`src/rtl/nibble_serial_adder.sv`:
```
// nibble_serial_adder: WIDTH-bit add/subtract through one 4-bit CLA slice, one nibble per clock.
module cla_adder_4 (
  input  logic [3:0] a_i,
  input  logic [3:0] b_i,
  input  logic       cin_i,
  output logic [3:0] s_o,
  output logic       cout_o
);
  logic [3:0] g, p;
  logic [4:0] c;
  assign g = a_i & b_i;
  assign p = a_i ^ b_i;
  assign c[0] = cin_i;
  assign c[1] = g[0] | (p[0] & cin_i);
  assign c[2] = g[1] | (p[1] & g[0]) | (p[1] & p[0] & cin_i);
  assign c[3] = g[2] | (p[2] & g[1]) | (p[2] & p[1] & g[0]) | (p[2] & p[1] & p[0] & cin_i);
  assign c[4] = g[3] | (p[3] & g[2]) | (p[3] & p[2] & g[1]) | (p[3] & p[2] & p[1] & g[0])
              | (p[3] & p[2] & p[1] & p[0] & cin_i);
  assign s_o = p ^ c[3:0];
  assign cout_o = c[4];
endmodule

module nibble_serial_adder #(
  parameter int WIDTH = 16
) (
  input  logic             clk,
  input  logic             rst,
  input  logic             start,
  input  logic             op_sub,
  input  logic [WIDTH-1:0] a,
  input  logic [WIDTH-1:0] b,
  output logic             busy,
  output logic             done,
  output logic [WIDTH-1:0] sum,
  output logic             cout,
  output logic             ovf
);
  localparam int NIB = WIDTH / 4;
  localparam int IW = $clog2(NIB);
  typedef enum logic [1:0] {IDLE, RUN, DONE} state_t;
  state_t state_q, state_d;
  logic [WIDTH-1:0] op_a_q, op_a_d, op_b_q, op_b_d, sum_q, sum_d;
  logic [IW-1:0] idx_q, idx_d;
  logic carry_q, carry_d, cout_q, cout_d, ovf_q, ovf_d;
  logic [3:0] slice_s;
  logic slice_c;
  cla_adder_4 u_slice (
    .a_i   (op_a_q[4*idx_q +: 4]),
    .b_i   (op_b_q[4*idx_q +: 4]),
    .cin_i (carry_q),
    .s_o   (slice_s),
    .cout_o(slice_c)
  );
  always_comb begin
    state_d = state_q;
    op_a_d = op_a_q;
    op_b_d = op_b_q;
    sum_d = sum_q;
    idx_d = idx_q;
    carry_d = carry_q;
    cout_d = cout_q;
    ovf_d = ovf_q;
    case (state_q)
      IDLE: if (start) begin
        state_d = RUN;
        op_a_d = a;
        op_b_d = op_sub ? ~b : b;
        carry_d = op_sub;
        idx_d = '0;
        sum_d = '0;
        cout_d = 1'b0;
        ovf_d = 1'b0;
      end
      RUN: begin
        sum_d[4*idx_q +: 4] = slice_s;
        carry_d = slice_c;
        if (idx_q == IW'(NIB-1)) begin
          state_d = DONE;
          cout_d = slice_c;
          ovf_d = (op_a_q[WIDTH-1] == op_b_q[WIDTH-1]) && (slice_s[3] != op_a_q[WIDTH-1]);
        end else begin
          idx_d = idx_q + 1'b1;
        end
      end
      default: state_d = IDLE;
    endcase
  end
  always_ff @(posedge clk) begin
    if (rst) begin
      state_q <= IDLE;
      op_a_q <= '0;
      op_b_q <= '0;
      sum_q <= '0;
      idx_q <= '0;
      carry_q <= 1'b0;
      cout_q <= 1'b0;
      ovf_q <= 1'b0;
    end else begin
      state_q <= state_d;
      op_a_q <= op_a_d;
      op_b_q <= op_b_d;
      sum_q <= sum_d;
      idx_q <= idx_d;
      carry_q <= carry_d;
      cout_q <= cout_d;
      ovf_q <= ovf_d;
    end
  end
  assign busy = state_q != IDLE;
  assign done = state_q == DONE;
  assign sum = sum_q;
  assign cout = cout_q;
  assign ovf = ovf_q;
endmodule

```
`config.mk`:
```
export PLATFORM = sky130hd
export DESIGN_NAME = nibble_serial_adder
export DESIGN_NICKNAME = d
export VERILOG_FILES = /design/src/rtl/nibble_serial_adder.sv
export SDC_FILE = /design/constraint.sdc
export NUM_CORES = 1
export LEC_CHECK = 0
export BUFFER_PORTS_ARGS = -buffer_cell sky130_fd_sc_hd__buf_2
export CAP_MARGIN = 20
export CORE_UTILIZATION = 35
export CTS_CLUSTER_SIZE = 16
export DETAILED_ROUTE_END_ITERATION = 8
export GPL_TIMING_DRIVEN = 0
export PLACE_DENSITY = 0.69
export SYNTH_ARGS = -nofsm -noshare
export SYNTH_HDL_FRONTEND = slang
export SYNTH_HIERARCHICAL = 1
export SYNTH_SLANG_ARGS = --single-unit
```
`constraint.sdc`:
```
create_clock -name clk -period 2.7 [get_ports clk]
set_clock_uncertainty 0.15 [all_clocks]
set_input_delay 0.405 -clock clk [delete_from_list [all_inputs] [get_ports clk]]
set_output_delay 0.405 -clock clk [all_outputs]
set_load 0.005 [all_outputs]
```
# Word level (Yosys, flattened, before mapping)
# Cells that the tools add are included.
# Widths: inputs -> output; s select.
dict set report classes {
  n_reduce_logical 9
  mux 17
  n_shift 4
  add_sub_neg 2
  n_eq_ne 8
  n_bitwise 30
}
# cell count
set op_table {}
lappend op_table {{$neg 4->34} 1}
lappend op_table {{$shift 4x34->16 const A} 1}
lappend op_table {{$shiftx 4x34->16} 1}
lappend op_table {{$mux 16} 2}
lappend op_table {{$pmux 16 s2} 1}
lappend op_table {{$shiftx 16x5->4} 2}
lappend op_table {{$and 1x1->1} 16}
lappend op_table {{$bwmux 16} 1}
lappend op_table {{$not 16->16} 1}
lappend op_table {{$or 1x1->1} 10}
lappend op_table {{$mux 2} 4}
lappend op_table {{$pmux 2 s2} 2}
lappend op_table {{$xor 4x4->4} 2}
lappend op_table {{$ne 2x2->1 const B} 3}
lappend op_table {{$pmux 1 s2} 3}
lappend op_table {{$reduce_and 2->1} 3}
lappend op_table {{$reduce_and 3->1} 2}
lappend op_table {{$and 4x4->4} 1}
lappend op_table {{$eq 2x2->1 const B} 2}
lappend op_table {{$mux 1} 4}
lappend op_table {{$reduce_bool 2->1} 2}
lappend op_table {{$add 2x1->2 const B} 1}
lappend op_table {{$eq 2x1->1 const B} 1}
lappend op_table {{$logic_not 2->1} 1}
lappend op_table {{3 further kinds} 3}
dict set report totals {
  word_cells 78
  inputBits 36
  out_inout_bits 20
  reg_bits 55
}

# Depth between registers and ports, before layout
# Gate-level depths: netlist of run 1.
dict set report logic_depth {
  ltp_word 11
  depth_mapped 9
}

# By module
# The synthesis of run 1 kept the hierarchy.
# mod seq_area_each_um2 area_per_inst_um2 cells_per_inst n_inst
set modules_own_cells {}
lappend modules_own_cells {nibble_serial_adder 1101.1 2481.1 246 1}
lappend modules_own_cells {cla_adder_4 0.0 147.6 17 1}

# Worst setup path before layout of run 1
# OpenSTA, ideal clock, no wires.
dict set report synth_timing {
  kind {register to register}
  start {reg idx_q[0]}
  end {reg sum_q[15], in the netlist sum[15]}
  n_path_buf 1
  path_stages_with_launch 9
  setup_slack_ns 0.009
  arrival_ns 2.425
  setup_time_ns 0.117
  required_time_ns 2.433
  path_cell_list {dfxtp_1 > buf_4 > mux4_2 > ha_1 > a21o_1 > a31o_1 > xor2_1 > nor2b_1 > a22o_1}
}
dict set report synth_between {
  elab_chain_cells 10
  word_cells_on_any_way 25
  classes_between {1 x add/sub; 4 x shift; 2 x mux; 18 x bitwise}
}
# item line
set synth_lines {}
lappend synth_lines {{from (decl)} 43} ;# logic [IW-1:0] idx_q, idx_d;
lappend synth_lines {{from (signal assigned)} 103} ;# idx_q <= idx_d;
lappend synth_lines {{$shiftx 16x5->4, on equally long branches} {48, 49}}
lappend synth_lines {{$xor 4x4->4 / $and 4x4->4 (equally long branches)} {12, 11}}
lappend synth_lines {{$and 1x1->1} 16} ;# assign c[3] = g[2] | (p[2] & g[1]) | (p[2] & p[1] & g[0]) | (p[2] & p[1] & p[0] & cin_i);
lappend synth_lines {{$or 1x1->1 / $and 1x1->1 (equally long branches) (2 in a row)} 16}
lappend synth_lines {{$or 1x1->1} 16}
lappend synth_lines {{$xor 4x4->4 (*)} 19} ;# assign s_o = p ^ c[3:0];
lappend synth_lines {{net slice_s[3]} 45} ;# logic [3:0] slice_s;
lappend synth_lines {{$shiftx 4x34->16 (*)} 75} ;# sum_d[4*idx_q +: 4] = slice_s;
lappend synth_lines {{$bwmux 16 (*)} 75}
lappend synth_lines {{$pmux 16 s2 (*)} 63} ;# case (state_q)
lappend synth_lines {{to (signal assigned)} 102} ;# sum_q <= sum_d;
lappend synth_lines {{to (decl)} 42} ;# logic [WIDTH-1:0] op_a_q, op_a_d, op_b_q, op_b_d, sum_q, sum_d;
# Mark *: on every way through the listed nets, which the timed path passes. The rest lies on a longest branch.
# A chain may end at the register's enable or synchronous reset.

# Worst setup path after layout of run 1
dict set report layout_timing {
  start {reg idx_q[0]}
  end {reg sum_q[11], in the netlist sum[11]}
}
# Same word-level chain as after synthesis.

==> impl_metrics.ini, run 1 <==
[status]
status = finished clean

[sta]
rsz0062_at_grt = false
finalSetupViolCount = 0
fin_crit_ns = 2.60
hold_violations = 0
fmax_mhz = 384
slew_violations = 0
slew_headroom = 0.682
finalHoldWorstSlack_ns = 0.167
tightestPinTransition_ns = 0.477
post-route-period-util = 0.964
tns_ns = 0

[routing]
ant_nets = 0
wl_per_cell_um = 14.3
viasPerCell = 4.85
initialDrtViolationCount = 63
drc_errors = 0
firstDrtPassIters = 4
vias = 2081
routed_wl_um = 6150

[synth]
syn-cell-area_um2 = 2630
yosysSeqAreaShare = 0.419
syn-num-nets = 310
synth-seq-cells = 55
synthCells = 263
yosys_warnings = 6
avgSynthCellArea_um2 = 10.0
yosysUniqueCellTypes = 37

[grt]
grt_first_pass_wirelength_um = 10100
grt_usage = 0.170
antenna_found_initial = 0
grt_pass1_vias = 2036
grt_overflow = 0
grt_start_max_net_pins = 17

[worst_setup_path]
path_cells = buf_12 > mux4_2 > ha_4 > a21o_1 > a31o_1 > xor2_2 > nor2b_4 > a22o_1
crit_arrival_ns = 2.71
crit_required_ns = 2.81
critical_path_class = reg -> reg
critPathSlowestCell = mux4_2
endpoint_kind = register
crit_buf_inv = 1
worst_path_largest_cell_delay_ns = 0.56
crit_path_max_fanout = 5
cp-start-kind = register
critPathTopFamily = multiplexers

[clock_network]
clkSinkCount = 55
htree_levels = 2
path_clk_slew_ns = 0.10
insertion_delay_ns = 0.32
cts_root_buffer = clkbuf_8
ctsHoldBuffers = 0
cts_tree = yes
cts_buffer_depth = 2
cts_buffers = 5

[final_layout]
n_fill_cell = 716
seqCellArea_um2 = 1100
nets = 376
area_delta_synth_final_pct = 22.7
final_common_cell = buf_2
instances_no_fill = 429
final_cell_mix = buf_2, dfxtp_1, nand2_1
diodes = 0
multi_input_area_um2 = 1450
drive_gt1_frac = 0.330

[pwr]
leakagePower_uw = 0.00134
power.density_nw_per_um2 = 527
power_uw = 1700
peakVddDrop_mv = 0.256

[worst_hold_path]
hold_class = in -> reg

[floorplanning]
die-area_um2 = 7860
die_w_um = 88.7
die_y_um = 88.7
coreArea_um2 = 7250
row_count = 31
start_util = 0.362
pin_count = 56

[flow_run]
cap_violations = 0

[placement]
portBuffers = 54
globalplace.congestion = 0.782
dp_hpwl_um = 4440
dpl.cell_count = 416
[metal layers]
metal | GRT usage | vias up | wire [µm]
met1 | 0.229 | 966 | 2930
met3 | 0.0326 | 8 | 258
met2 | 0.277 | 45 | 2890
li1 | - | 1062 | -
met5 | 0 | - | 0
met4 | 0.0484 | 0 | 70
[Yosys cell counts (all sizes together)]
| cell type | number | share of area |
|---|---|---|
| a211oi | 16 | 0.046 |
| o22ai | 1 | 0.0024 |
| nor2b | 5 | 0.012 |
| or3b | 3 | 0.010 |
| nand3b | 1 | 0.0029 |
| a21oi | 25 | 0.052 |
| inv | 8 | 0.011 |
| a21o | 3 | 0.0086 |
| clkbuf | 4 | 0.0071 |
| nor3b | 1 | 0.0048 |
| nor4 | 3 | 0.021 |
| o31ai | 1 | 0.0048 |
| xnor2 | 18 | 0.060 |
| a32oi | 1 | 0.0033 |
| a31o | 1 | 0.0033 |
| a22o | 15 | 0.050 |
| nor2 | 19 | 0.027 |
| dfxtp | 55 | 0.42 |
| nand2 | 35 | 0.050 |
| a32o | 2 | 0.0076 |
| nand3 | 3 | 0.0057 |
| mux4 | 8 | 0.069 |
| nand4b | 1 | 0.0033 |
| mux2 | 4 | 0.017 |
| xor2 | 1 | 0.0033 |
| nand2b | 2 | 0.0076 |
| buf | 13 | 0.028 |
| fa | 1 | 0.0076 |
| or2 | 1 | 0.0024 |
| ha | 10 | 0.048 |
| nand4bb | 1 | 0.0043 |
| nand4 | 1 | 0.0024 |
[area by class of cell]
cell class	count	area share
Tap cell	99	0.0384
Sequential cell	55	0.343
Timing Repair Buffer	59	0.101
Clock buffer	6	0.0225
Multi-Input combinational cell	183	0.449
Inverter	8	0.00931
Clock inverter	2	0.00388
Buffer	17	0.0334
[path summary, 6_finish.rpt]
kind	depth (start not counted)	slack, ns	to	startpoint
hold reg to reg	2	0.31	op_a_q[2]	op_a_q[2]
setup reg to reg	8	0.1	sum[11]	idx_q[0]
setup / recovery	8	0.1	sum[11]	idx_q[0]
hold / removal	3	0.17	op_a_q[5]	a[5]
[state kept, by name, indices dropped and copies added, names as in the netlist]
register	cells
op_a_q	16
op_b_q	16
sum	16
idx_q	2
state_q	2
carry_q	1
cout	1
ovf	1
[power breakdown]
group | total [µW] | leakage [µW] | internal [µW] | switching (µW)
registers | 881 | 0.000451 | 855 | 25.9
clock network | 457 | 0.0000412 | 182 | 275
logic | 361 | 0.000845 | 172 | 189
total | 1700 | 0.00134 | 1210 | 490
[through the flow]
stage | utilization | setup WS, ns | instance area (µm²)
after floorplan | - | 0.00856 | 2630
after global placement | 0.417 | -0.419 | 3020
after detailed placement | 0.417 | -0.462 | 3020
after CTS | 0.434 | 0.00261 | 3150
after global routing | 0.445 | 0.00174 | 3230
final | 0.445 | 0.0975 | 3230
[timing repair]
item | 4_1_cts | 5_1_grt
gates resized for setup | 10 | 5
pin swaps | 0 | 3
setup endpoints to repair | 19 | 10
hold endpoints to repair | 0 | 0
setup buffers | 1 | 3
gates cloned | 0 | 1
[worst reg2reg max path, cell delays in order, from the launching register on]
cell and delay (ns):
dfxtp_4 0.39, buf_12 0.13, mux4_2 0.56, ha_4 0.26
a21o_1 0.18, a31o_1 0.22, xor2_2 0.26, nor2b_4 0.24
a22o_1 0.15
[kinds of logic after synthesis]
logic type | after synthesis | synth area share
fa+ha+maj | 11 | 0.0552
buf+inv | 25 | 0.0462
flops | 55 | 0.419
xor+xnor | 19 | 0.0633
mux | 12 | 0.0857
compound gates | 65 | 0.178
simple gates | 76 | 0.153
No activity file was read; power rests on OpenSTA's default activity.
==> inputs of run 2 (changes only) <==
RECOVER_POWER = 50   (was default)
==> impl_metrics.ini, run 2 (same netlist as run 1, synthesis figures left out) <==
[floorplanning]
pin_count = 56
die_w_um = 88.7
coreArea_um2 = 7250
die_y_um = 88.7
die-area_um2 = 7860
row_count = 31
start_util = 0.362

[worst_hold_path]
min_path_cells = 3
hold_class = in -> reg

[worst_setup_path]
endpoint_kind = register
crit_path_max_fanout = 5
critPathTopFamily = multiplexers
crit_required_ns = 2.81
worst_path_largest_cell_delay_ns = 0.56
path_cells = buf_12 > mux4_2 > ha_4 > a21o_1 > a31o_1 > xor2_2 > nor2b_4 > a22o_1
cp-start-kind = register
critical_path_class = reg -> reg
crit_buf_inv = 1
rr_worst_depth = 8
critPathSlowestCell = mux4_2
crit_arrival_ns = 2.71
path_depth = 8

[pwr]
power.density_nw_per_um2 = 528
peakVddDrop_mv = 0.257
pwr-share-comb = 0.212
p_int_uw = 1210
p_clk_frac = 0.270
power.share.sequential = 0.518
netSwitchingPower_uw = 491
leakagePower_uw = 0.00132
power_uw = 1700
switching_share = 0.289

[clock_network]
cts_tree = yes
insertion_delay_ns = 0.32
htree_levels = 2
cts_buffer_depth = 2
path_clk_slew_ns = 0.10
cts_buffers = 5
clkSinkCount = 55
cts_root_buffer = clkbuf_8

[placement]
dp_slack_ns = -0.462
dp_hpwl_um = 4440
place_area_um2 = 3020
globalplace.congestion = 0.782
portBuffers = 54

[sta]
slew_violations = 0
fin_crit_ns = 2.60
hold_violations = 0
fmax_mhz = 384
post-route-period-util = 0.964
timing.final.ws_setup_ns = 0.0973
rsz0062_at_grt = false
finalSetupViolCount = 0
tightestPinTransition_ns = 0.482
slew_headroom = 0.678

[routing]
wl_per_cell_um = 14.4
initialDrtViolationCount = 63
vias = 2093
ant_nets = 0
drc_errors = 0
viasPerCell = 4.88
routed_wl_um = 6160
firstDrtPassIters = 4

[grt]
grt_usage = 0.170
grt_first_pass_wirelength_um = 10100
grt_start_max_net_pins = 17
grt_overflow = 0
grt_pass1_vias = 2036
antenna_found_initial = 0

[final_layout]
final_common_cell = buf_2
area_delta_synth_final_pct = 22.6
nets = 376
final_cell_mix = buf_2, dfxtp_1, nand2_1
drive_gt1_frac = 0.321
diodes = 0
design_area_um2 = 3220
n_fill_cell = 717

[flow_run]
cap_violations = 0

[status]
status = finished clean
==> run 2: timing repair <==
action / CTS / global route
setup buffers: 1 / 3
pin swaps: 0 / 3
cloned: 0 / 1
setup endpoints to repair: 19 / 10
hold buffers: 0 / 0
resized for setup: 10 / 5
==> run 2: final timing paths <==
kind / start / endpoint / slack (ns)
worst max register to register: idx_q[0] / sum[11] / 0.1
worst min-delay path: a[5] / op_a_q[5] / 0.17
worst max-delay path: idx_q[0] / sum[11] / 0.1
worst min register to register: op_a_q[2] / op_a_q[2] / 0.31
==> run 2: cell type report <==
type                            count  area [µm²]  area share
Sequential cell                    55        1100       0.343
Clock inverter                      2        12.5     0.00388
Timing Repair Buffer               59         322      0.0998
Multi-Input combinational cell    183        1450       0.450
Clock buffer                        6        72.6      0.0225
Buffer                             17         108      0.0334
Inverter                            8        30.0     0.00932
Tap cell                           99         124      0.0384
==> run 2: power by group through the flow <==
stage | clock (µW) | sequential [µW] | combinational (µW)
floorplan | 0 | 893 | 236
global placement | 0 | 899 | 317
detailed placement | 0 | 901 | 325
CTS | 460 | 881 | 342
global route | 500 | 887 | 400
finish | 458 | 881 | 361
==> run 2: layer usage <==
layer | share of wire | GRT usage | up-vias
li1 | - | - | 1061
met2 | 0.47 | 0.277 | 55
met4 | 0.011 | 0.0484 | 0
met1 | 0.47 | 0.229 | 969
met5 | 0 | 0 | -
met3 | 0.051 | 0.0326 | 8
==> run 2: worst register-to-register path, stage by stage, from the launching register on <==
cell and delay, ns:
dfxtp_4 0.39, buf_12 0.12, mux4_2 0.56, ha_4 0.26
a21o_1 0.18, a31o_1 0.22, xor2_2 0.25, nor2b_4 0.24
a22o_1 0.15
==> run 2: metrics by stage <==
stage                     instances   util  setup TNS, ns  hold slack, ns
after global routing            429  0.444              0           0.166
after detailed placement        416  0.417          -3.78           0.298
after global placement          416  0.417          -3.05           0.289
after floorplan                 263      -              0           0.283
after CTS                       425  0.434              0           0.168
final                           429  0.444              0           0.166
==> inputs of run 3 (changes only) <==
PLACE_DENSITY = default   (was 0.69)
PLACE_DENSITY_LB_ADDON = 0.15   (was default)
==> impl_metrics.ini, run 3 (same netlist as run 1, synthesis figures left out) <==
[status]
status = finished clean

[final_layout]
diodes = 0
area_delta_synth_final_pct = 22.1
final_cell_mix = dfxtp_1, buf_2, nand2_1
nets = 378
drive_gt1_frac = 0.268
final_common_cell = dfxtp_1
instances_no_fill = 431

[routing]
initialDrtViolationCount = 89
firstDrtPassIters = 4
viasPerCell = 4.89
vias = 2109
drc_errors = 0
wl_per_cell_um = 14.5
ant_nets = 0
routed_wl_um = 6250

[floorplanning]
die-area_um2 = 7860
start_util = 0.362
die_y_um = 88.7
coreArea_um2 = 7250
pin_count = 56
die_w_um = 88.7
row_count = 31

[pwr]
power.density_nw_per_um2 = 540
p_clk_frac = 0.285
netSwitchingPower_uw = 475
pwr-share-comb = 0.208
peakVddDrop_mv = 0.250
leakagePower_uw = 0.00128
power.share.sequential = 0.507
switching_share = 0.274
p_int_uw = 1260
power_uw = 1740

[sta]
finalSetupViolCount = 0
fin_crit_ns = 2.59
fmax_mhz = 386
post-route-period-util = 0.961
tightestPinTransition_ns = 0.558
timing.final.ws_setup_ns = 0.107
hold_violations = 0
slew_violations = 0
slew_headroom = 0.628

[worst_setup_path]
endpoint_kind = register
crit_arrival_ns = 2.69
critical_path_class = reg -> reg
rr_worst_depth = 8
cp-start-kind = register
crit_path_max_fanout = 5
crit_required_ns = 2.80

[clock_network]
ctsHoldBuffers = 0
cts_buffers = 5
path_clk_slew_ns = 0.10
cts_tree = yes
cts_root_buffer = clkbuf_8
clkSinkCount = 55
htree_levels = 2
insertion_delay_ns = 0.31
cts_buffer_depth = 2

[worst_hold_path]
min_path_cells = 3
hold_class = in -> reg

[grt]
grt_first_pass_wirelength_um = 10200
grt_usage = 0.172
grt_pass1_vias = 2052
grt_start_max_net_pins = 16
antenna_found_initial = 0
grt_overflow = 0

[placement]
dpl.cell_count = 416
dp_slack_ns = -0.480
portBuffers = 54
globalplace.congestion = 0.728
dp_hpwl_um = 4450

[flow_run]
cap_violations = 0
run 3: cell types whose count changed in the layout (fill, tap and decap cells not counted):
cell        change
clkbuf_1       +17
buf_2          -16
clkbuf_8        +2
buf_4           +1
clkinv_2        -1
clkinvlp_4      -1
ha_1            +1
ha_4            -1
nor3b_1         +1
nor3b_2         -1
run 3: worst paths after layout:
| path | startpoint | to | slack (ns) |
|---|---|---|---|
| max | idx_q[0] | sum[11] | 0.11 |
| max reg2reg | idx_q[0] | sum[11] | 0.11 |
| min reg2reg | op_a_q[9] | op_a_q[9] | 0.31 |
| min | a[8] | op_a_q[8] | 0.18 |
run 3: through the flow:
step / instance area [µm²] / hold slack (ns) / setup TNS (ns) / util
2_1_floorplan: 2630 / 0.283 / 0 / -
3_3_place_gp: 3020 / 0.291 / -3.71 / 0.417
3_5_place_dp: 3020 / 0.296 / -3.92 / 0.417
4_1_cts: 3170 / 0.175 / 0 / 0.437
5_1_grt: 3210 / 0.184 / -0.00166 / 0.443
6_report: 3210 / 0.175 / 0 / 0.443
run 3: final cells by class:
class	instances	area, µm²
flip-flops and latches	55	1100
clock buffers	8	100
well taps	99	124
fillers	749	4040
plain buffers	17	101
multi-input cells	183	1430
inverters	8	30.0
repair buffers	61	319
run 3: power by group through the flow:
stage / logic (µW) / registers (µW) / clock network [µW]
4_1_cts: 345 / 881 / 504
5_1_grt: 401 / 886 / 551
6_report: 360 / 880 / 495
3_5_place_dp: 328 / 901 / 0
3_3_place_gp: 324 / 900 / 0
2_1_floorplan: 236 / 893 / 0
run 3: repair_timing:
item                                    in CTS  in global routing
setup buffers                                1                  5
endpoints found under the setup margin      19                  5
gates resized for setup                     11                  2
cloned                                       0                  1
pin swaps                                    1                  3
run 3: worst max-delay path, cell delays in order (launching register included):
cell,delay [ns]
dfxtp_4,0.38
buf_12,0.12
mux4_2,0.54
ha_1,0.30
a21o_1,0.20
a31o_1,0.22
xor2_2,0.21
nor2b_4,0.25
a22o_1,0.16
run 3: metal layers:
layer | global-route usage | vias up | routed length (µm)
met2 | 0.297 | 46 | 3050
li1 | - | 1074 | -
met1 | 0.223 | 982 | 2920
met3 | 0.0326 | 7 | 222
met4 | 0.0396 | 0 | 53
met5 | 0 | - | 0
